[src/rtl/ddr_definitions.sv]
// Shared definitions for the arrow sequencer: FSM encoding, arrow codes and default sizes.
package ddr_definitions;

    typedef enum logic [1:0] {
        ST_IDLE = 2'd0,
        ST_FILL = 2'd1,
        ST_RUN  = 2'd2,
        ST_OVER = 2'd3
    } seq_state_t;

    localparam int DEF_QUEUE_DEPTH = 4;
    localparam int DEF_MAX_MISSES  = 8;
    localparam int DEF_ARROW_W     = 4;

    localparam logic [DEF_ARROW_W-1:0] ARROW_EMPTY  = 4'd0;
    localparam logic [DEF_ARROW_W-1:0] ARROW_LEFT   = 4'd10;
    localparam logic [DEF_ARROW_W-1:0] ARROW_DOWN   = 4'd11;
    localparam logic [DEF_ARROW_W-1:0] ARROW_UP     = 4'd12;
    localparam logic [DEF_ARROW_W-1:0] ARROW_RIGHT  = 4'd13;
    localparam logic [DEF_ARROW_W-1:0] ARROW_CENTER = 4'd14;

endpackage

[src/rtl/arrow_queue.sv]
// Shift register of upcoming arrows; slot0 (head) sits in the low bits, new arrows enter at the tail.
module arrow_queue #(
    parameter int DEPTH = 4,
    parameter int WIDTH = 4
) (
    input  logic                   clk,
    input  logic                   rst,
    input  logic                   clear,
    input  logic                   shift,
    input  logic [WIDTH-1:0]       load_data,
    output logic [DEPTH*WIDTH-1:0] slots
);

    logic [DEPTH*WIDTH-1:0] slots_reg;
    logic [DEPTH*WIDTH-1:0] slots_next;

    genvar gi;
    generate
        for (gi = 0; gi < DEPTH; gi++) begin : g_slot
            if (gi == DEPTH - 1) begin : g_tail
                assign slots_next[gi*WIDTH +: WIDTH] = load_data;
            end else begin : g_body
                assign slots_next[gi*WIDTH +: WIDTH] = slots_reg[(gi+1)*WIDTH +: WIDTH];
            end
        end
    endgenerate

    always_ff @(posedge clk) begin
        if (rst || clear) begin
            slots_reg <= '0;
        end else if (shift) begin
            slots_reg <= slots_next;
        end
    end

    assign slots = slots_reg;

endmodule

[src/rtl/arrow_sequencer.sv]
// Rhythm-game controller: fills the arrow queue, judges presses against the head, counts hits and misses.
module arrow_sequencer
    import ddr_definitions::*;
#(
    parameter int QUEUE_DEPTH = DEF_QUEUE_DEPTH,
    parameter int MAX_MISSES = DEF_MAX_MISSES,
    parameter int ARROW_W = DEF_ARROW_W
) (
    input  logic                         clk,
    input  logic                         rst,
    input  logic                         start,
    input  logic                         beat_tick,
    input  logic                         btn_valid,
    input  logic [ARROW_W-1:0]           btn_arrow,
    input  logic [ARROW_W-1:0]           rand_arrow,
    output logic                         rand_advance,
    output logic [QUEUE_DEPTH*ARROW_W-1:0] arrow_q,
    output logic                         head_hit,
    output logic                         hit,
    output logic                         wrong,
    output logic                         miss,
    output logic [15:0]                  score,
    output logic [3:0]                   miss_count,
    output logic [1:0]                   fsm_state
);

    localparam int FILL_W = (QUEUE_DEPTH > 1) ? $clog2(QUEUE_DEPTH) : 1;
    localparam logic [FILL_W-1:0] FILL_LAST = FILL_W'(QUEUE_DEPTH - 1);
    localparam logic [3:0] MISS_LIMIT = 4'(MAX_MISSES);

    seq_state_t        state_reg, state_next;
    logic [FILL_W-1:0] fill_cnt_reg, fill_cnt_next;
    logic [15:0]       score_reg, score_next;
    logic [3:0]        miss_cnt_reg, miss_cnt_next;
    logic              head_hit_reg, head_hit_next;
    logic              hit_reg, hit_next;
    logic              wrong_reg, wrong_next;
    logic              miss_reg, miss_next;
    logic              q_clear, q_shift, press_match;
    logic [ARROW_W-1:0] head;

    arrow_queue #(
        .DEPTH (QUEUE_DEPTH),
        .WIDTH (ARROW_W)
    ) u_queue (
        .clk       (clk),
        .rst       (rst),
        .clear     (q_clear),
        .shift     (q_shift),
        .load_data (rand_arrow),
        .slots     (arrow_q)
    );

    assign head = arrow_q[ARROW_W-1:0];

    always_ff @(posedge clk) begin
        if (rst) begin
            state_reg    <= ST_IDLE;
            fill_cnt_reg <= '0;
            score_reg    <= '0;
            miss_cnt_reg <= '0;
            head_hit_reg <= 1'b0;
            hit_reg      <= 1'b0;
            wrong_reg    <= 1'b0;
            miss_reg     <= 1'b0;
        end else begin
            state_reg    <= state_next;
            fill_cnt_reg <= fill_cnt_next;
            score_reg    <= score_next;
            miss_cnt_reg <= miss_cnt_next;
            head_hit_reg <= head_hit_next;
            hit_reg      <= hit_next;
            wrong_reg    <= wrong_next;
            miss_reg     <= miss_next;
        end
    end

    always_comb begin
        state_next    = state_reg;
        fill_cnt_next = fill_cnt_reg;
        score_next    = score_reg;
        miss_cnt_next = miss_cnt_reg;
        head_hit_next = head_hit_reg;
        hit_next      = 1'b0;
        wrong_next    = 1'b0;
        miss_next     = 1'b0;
        q_clear       = 1'b0;
        q_shift       = 1'b0;
        rand_advance  = 1'b0;
        // The press is judged against the head as it stands before any same-cycle shift.
        press_match   = btn_valid && !head_hit_reg && (btn_arrow == head);

        case (state_reg)
            ST_IDLE: begin
                if (start) begin
                    state_next    = ST_FILL;
                    fill_cnt_next = '0;
                    score_next    = '0;
                    miss_cnt_next = '0;
                    head_hit_next = 1'b0;
                    q_clear       = 1'b1;
                end
            end
            ST_FILL: begin
                rand_advance  = 1'b1;
                q_shift       = 1'b1;
                fill_cnt_next = fill_cnt_reg + FILL_W'(1);
                if (fill_cnt_reg == FILL_LAST) begin
                    state_next = ST_RUN;
                end
            end
            ST_RUN: begin
                if (btn_valid) begin
                    if (press_match) begin
                        hit_next      = 1'b1;
                        head_hit_next = 1'b1;
                        if (score_reg != 16'hFFFF) begin
                            score_next = score_reg + 16'd1;
                        end
                    end else begin
                        wrong_next = 1'b1;
                    end
                end
                if (beat_tick) begin
                    rand_advance  = 1'b1;
                    q_shift       = 1'b1;
                    head_hit_next = 1'b0;
                    if (!head_hit_reg && !press_match && (miss_cnt_reg < MISS_LIMIT)) begin
                        miss_next     = 1'b1;
                        miss_cnt_next = miss_cnt_reg + 4'd1;
                        if (miss_cnt_next == MISS_LIMIT) begin
                            state_next = ST_OVER;
                        end
                    end
                end
            end
            ST_OVER: begin
                if (start) begin
                    state_next    = ST_IDLE;
                    score_next    = '0;
                    miss_cnt_next = '0;
                    head_hit_next = 1'b0;
                    q_clear       = 1'b1;
                end
            end
            default: state_next = ST_IDLE;
        endcase
    end

    assign head_hit   = head_hit_reg;
    assign hit        = hit_reg;
    assign wrong      = wrong_reg;
    assign miss       = miss_reg;
    assign score      = score_reg;
    assign miss_count = miss_cnt_reg;
    assign fsm_state  = state_reg;

endmodule

[config.mk]
export PLATFORM = sky130hd
export DESIGN_NAME = arrow_sequencer
export DESIGN_NICKNAME = d
export VERILOG_FILES = /design/src/rtl/ddr_definitions.sv /design/src/rtl/arrow_queue.sv /design/src/rtl/arrow_sequencer.sv
export SDC_FILE = /design/constraint.sdc
export NUM_CORES = 1
export LEC_CHECK = 0
export CORE_MARGIN = 4
export CORE_UTILIZATION = 40
export DETAILED_ROUTE_END_ITERATION = 8
export PLACE_DENSITY = 0.64
export SYNTH_ARGS = -nofsm -noshare
export SYNTH_HDL_FRONTEND = slang
export SYNTH_SLANG_ARGS = --single-unit
[constraint.sdc]
create_clock -name clk -period 2.2 [get_ports clk]
set_input_delay 0.44 -clock clk [delete_from_list [all_inputs] [get_ports clk]]
set_output_delay 0.44 -clock clk [all_outputs]
set_load 0.005 [all_outputs]
==> impl_metrics.csv, run 1 <==
group,metric,value,unit
sta,rsz0062_at_grt,"false",
sta,fmax,0.511,GHz
critical_path,crit_start,"score[0]",
critical_path,r2r-start,"score[0]",
final_layout,drive_gt1_frac,0.149,
power_and_ir_drop,ir_drop,0.672,mV
clocking,post_cts_buffers,0,
global_route,grt_start_max_net_pins,17,
drt,antenna_left,0,
placed_design,io_buffers,55,
sta,relSlewSlack,0.644,
yosys,syn-instance-count,295,
yosys,ys_types,55,
drt,route.detailed.drc,0,
drt,drt-pass1-iter-count,4,
yosys,yosysWarnings,0,
clocking,cts_max_level,2,
critical_path,cp_max_fo,7,
yosys,yosysSeqAreaShare,0.369,
final_layout,syn2layout_area_growth,36.8,%
power_and_ir_drop,p_leak,0.00118,uW
floorplan,io_pins,56,
placed_design,gp_congestion,0.857,
critical_path,cp.arrival,2.16,ns
clocking,hold_buffers,0,
floorplan,initial_core_util,0.423,
floorplan,die_area,7270,um^2
global_route,antenna_found_initial,0,
floorplan,rows,27,
yosys,ys_ff_latch,44,
drt,wirelength,6.55,mm
yosys,avgSynthCellArea,8.10,um^2
critical_path,path_class,"reg2reg",
critical_path,cp-end-kind,"register",
final_layout,diodes,0,
yosys,syn-num-nets,315,
global_route,grt_pass1_wl,11.2,mm
clocking,cts_tree,"built",
clocking,cts_buffers,5,
yosys,synth-edff-count,0,
floorplan,core-area,5640,um^2
run_status,run_status,"completed",
final_layout,final_cell_mix,"clkdlybuf4s50_1 (54), nand2_1 (52), dfxtp_1 (42)",
global_route,first_global_vias,2275,
clocking,clockRootBuffer,"clkbuf_8",
clocking,clk_pin_slew,0.08,ns
critical_path,cp-start-kind,"register",
clocking,clk-insertion-delay-late,0.30,ns
clocking,cts.sinks,44,
drt,drtIter0Drc,201,
sta,setup_viol,0,
sta,min_period,1.96,ns
yosys,synth_area,2390,um^2
floorplan,die_h,85.3,um
floorplan,dieWidth,85.3,um
sta,finalClockSkew,0.00496,ns
min_path,min_path_type,"reg2reg",
drt,drt-vias-per-instance,5.54,
sta,timing.final.crit_share,0.890,
yosys,yosys_most_used_dff,"dfxtp_1",
sta,report.final.hold_viol_count,0,
clocking,cts_buffer_depth,2,
final_layout,final_net_count,387,
yosys,ys_async_sr_fraction,0,
power_and_ir_drop,p_total,3070,uW
drt,routedWlPerCell,14.9,um
sta,tightest_slew,0.529,ns
final_layout,num-fill-cells,510,
sta,report.final.slew_viol_count,0,
run,drv_cap,0,
global_route,gr-total-overflow,0,
power_and_ir_drop,p_per_area,941,nW/um^2
final_layout,final_common_cell,"clkdlybuf4s50_1",
min_path,min-delay-start,"u_queue.slots[13]",
critical_path,required,2.40,ns
sta,fin_setup_tns,0,ns
placed_design,hpwlAfterDp,4.76,mm
global_route,grt_use_total,0.185,
drt,vias,2438,
[per-stage QoR]
stage | hold slack (ns) | setup slack [ns] | util | cells | instance area, um^2
after floorplan | 0.458 | 0.209 | - | 295 | 2390
after global placement | 0.456 | 0.0302 | 0.551 | 432 | 3110
after detailed placement | 0.460 | 0.0118 | 0.551 | 432 | 3110
after CTS | 0.474 | 0.00816 | 0.578 | 440 | 3260
after global routing | 0.497 | 0.128 | 0.579 | 440 | 3270
final | 0.469 | 0.243 | 0.579 | 440 | 3270
[path summary, 6_finish.rpt]
kind,end,slack (ns),depth (start not counted)
setup / recovery,score[1],0.24,7
hold / removal,u_queue.slots[9],0.47,2
setup reg to reg,score[1],0.24,7
hold reg to reg,u_queue.slots[9],0.47,2
[report_power, final]
| group | total, uW | switching (uW) | internal, uW |
|---|---|---|---|
| logic | 1500 | 881 | 623 |
| registers | 946 | 77.0 | 869 |
| clock network | 623 | 286 | 337 |
| total | 3070 | 1240 | 1830 |
[logic make-up (layout without fill, tap and decap cells)]
kind of cell | Yosys count | count (layout) | share of synthesized area
and+or+nand+nor | 141 | 141 | 0.309
xor gates and xnor gates | 3 | 3 | 0.0110
muxes | 5 | 5 | 0.0210
AOI/OAI and AO/OA | 69 | 69 | 0.190
buffers and inverters | 26 | 99 | 0.0634
DFF | 44 | 44 | 0.369
adders and majority gates | 7 | 7 | 0.0367
[metal layers]
layer	wire length (um)	up-vias	part of all wire	global-route usage
li1	-	1228	-	-
met1	3060	1135	0.47	0.248
met2	3050	67	0.46	0.300
met3	365	8	0.056	0.0398
met4	77	0	0.012	0.0518
met5	0	-	0	0
[cells in the mapped netlist (6+ instances only)]
master,n,share of area
nand2_1,53,0.083
a21oi_1,25,0.052
nand4_1,16,0.042
o21ai_0,10,0.021
nor2_1,17,0.027
dfxtp_1,44,0.37
nand3_1,15,0.031
a31oi_1,6,0.016
ha_1,7,0.037
clkbuf_1,6,0.0094
inv_1,9,0.014
[area by class of cell]
cell class	count	area, um^2	share of cell area
multi-input combinational	225	1400	0.427
sequential	44	888	0.272
timing repair buffer	80	741	0.227
tap	72	90.1	0.0276
clock buffer	6	72.6	0.0222
inverter	11	43.8	0.0134
clock inverter	2	35.0	0.0107
[critical path, stage by stage (launching register included)]
cell and delay, ns:
dfxtp_1 0.43, ha_1 0.25, and3_4 0.24, nand2_4 0.07
nor3_2 0.39, nor3_2 0.06, buf_4 0.17, a41o_1 0.23
[repair_timing]
action | 4_1_cts | 5_1_grt
cloned | 0 | 0
resized for setup | 11 | 4
setup endpoints to repair | 1 | 1
Note: power is estimated with default switching activity, not from simulation.
==> run 2: changes to the inputs <==
Settings changed: CTS_CLUSTER_SIZE set to 20.
==> results of run 2 <==
Final layout, timing and power as in run 1 (identical DEF).
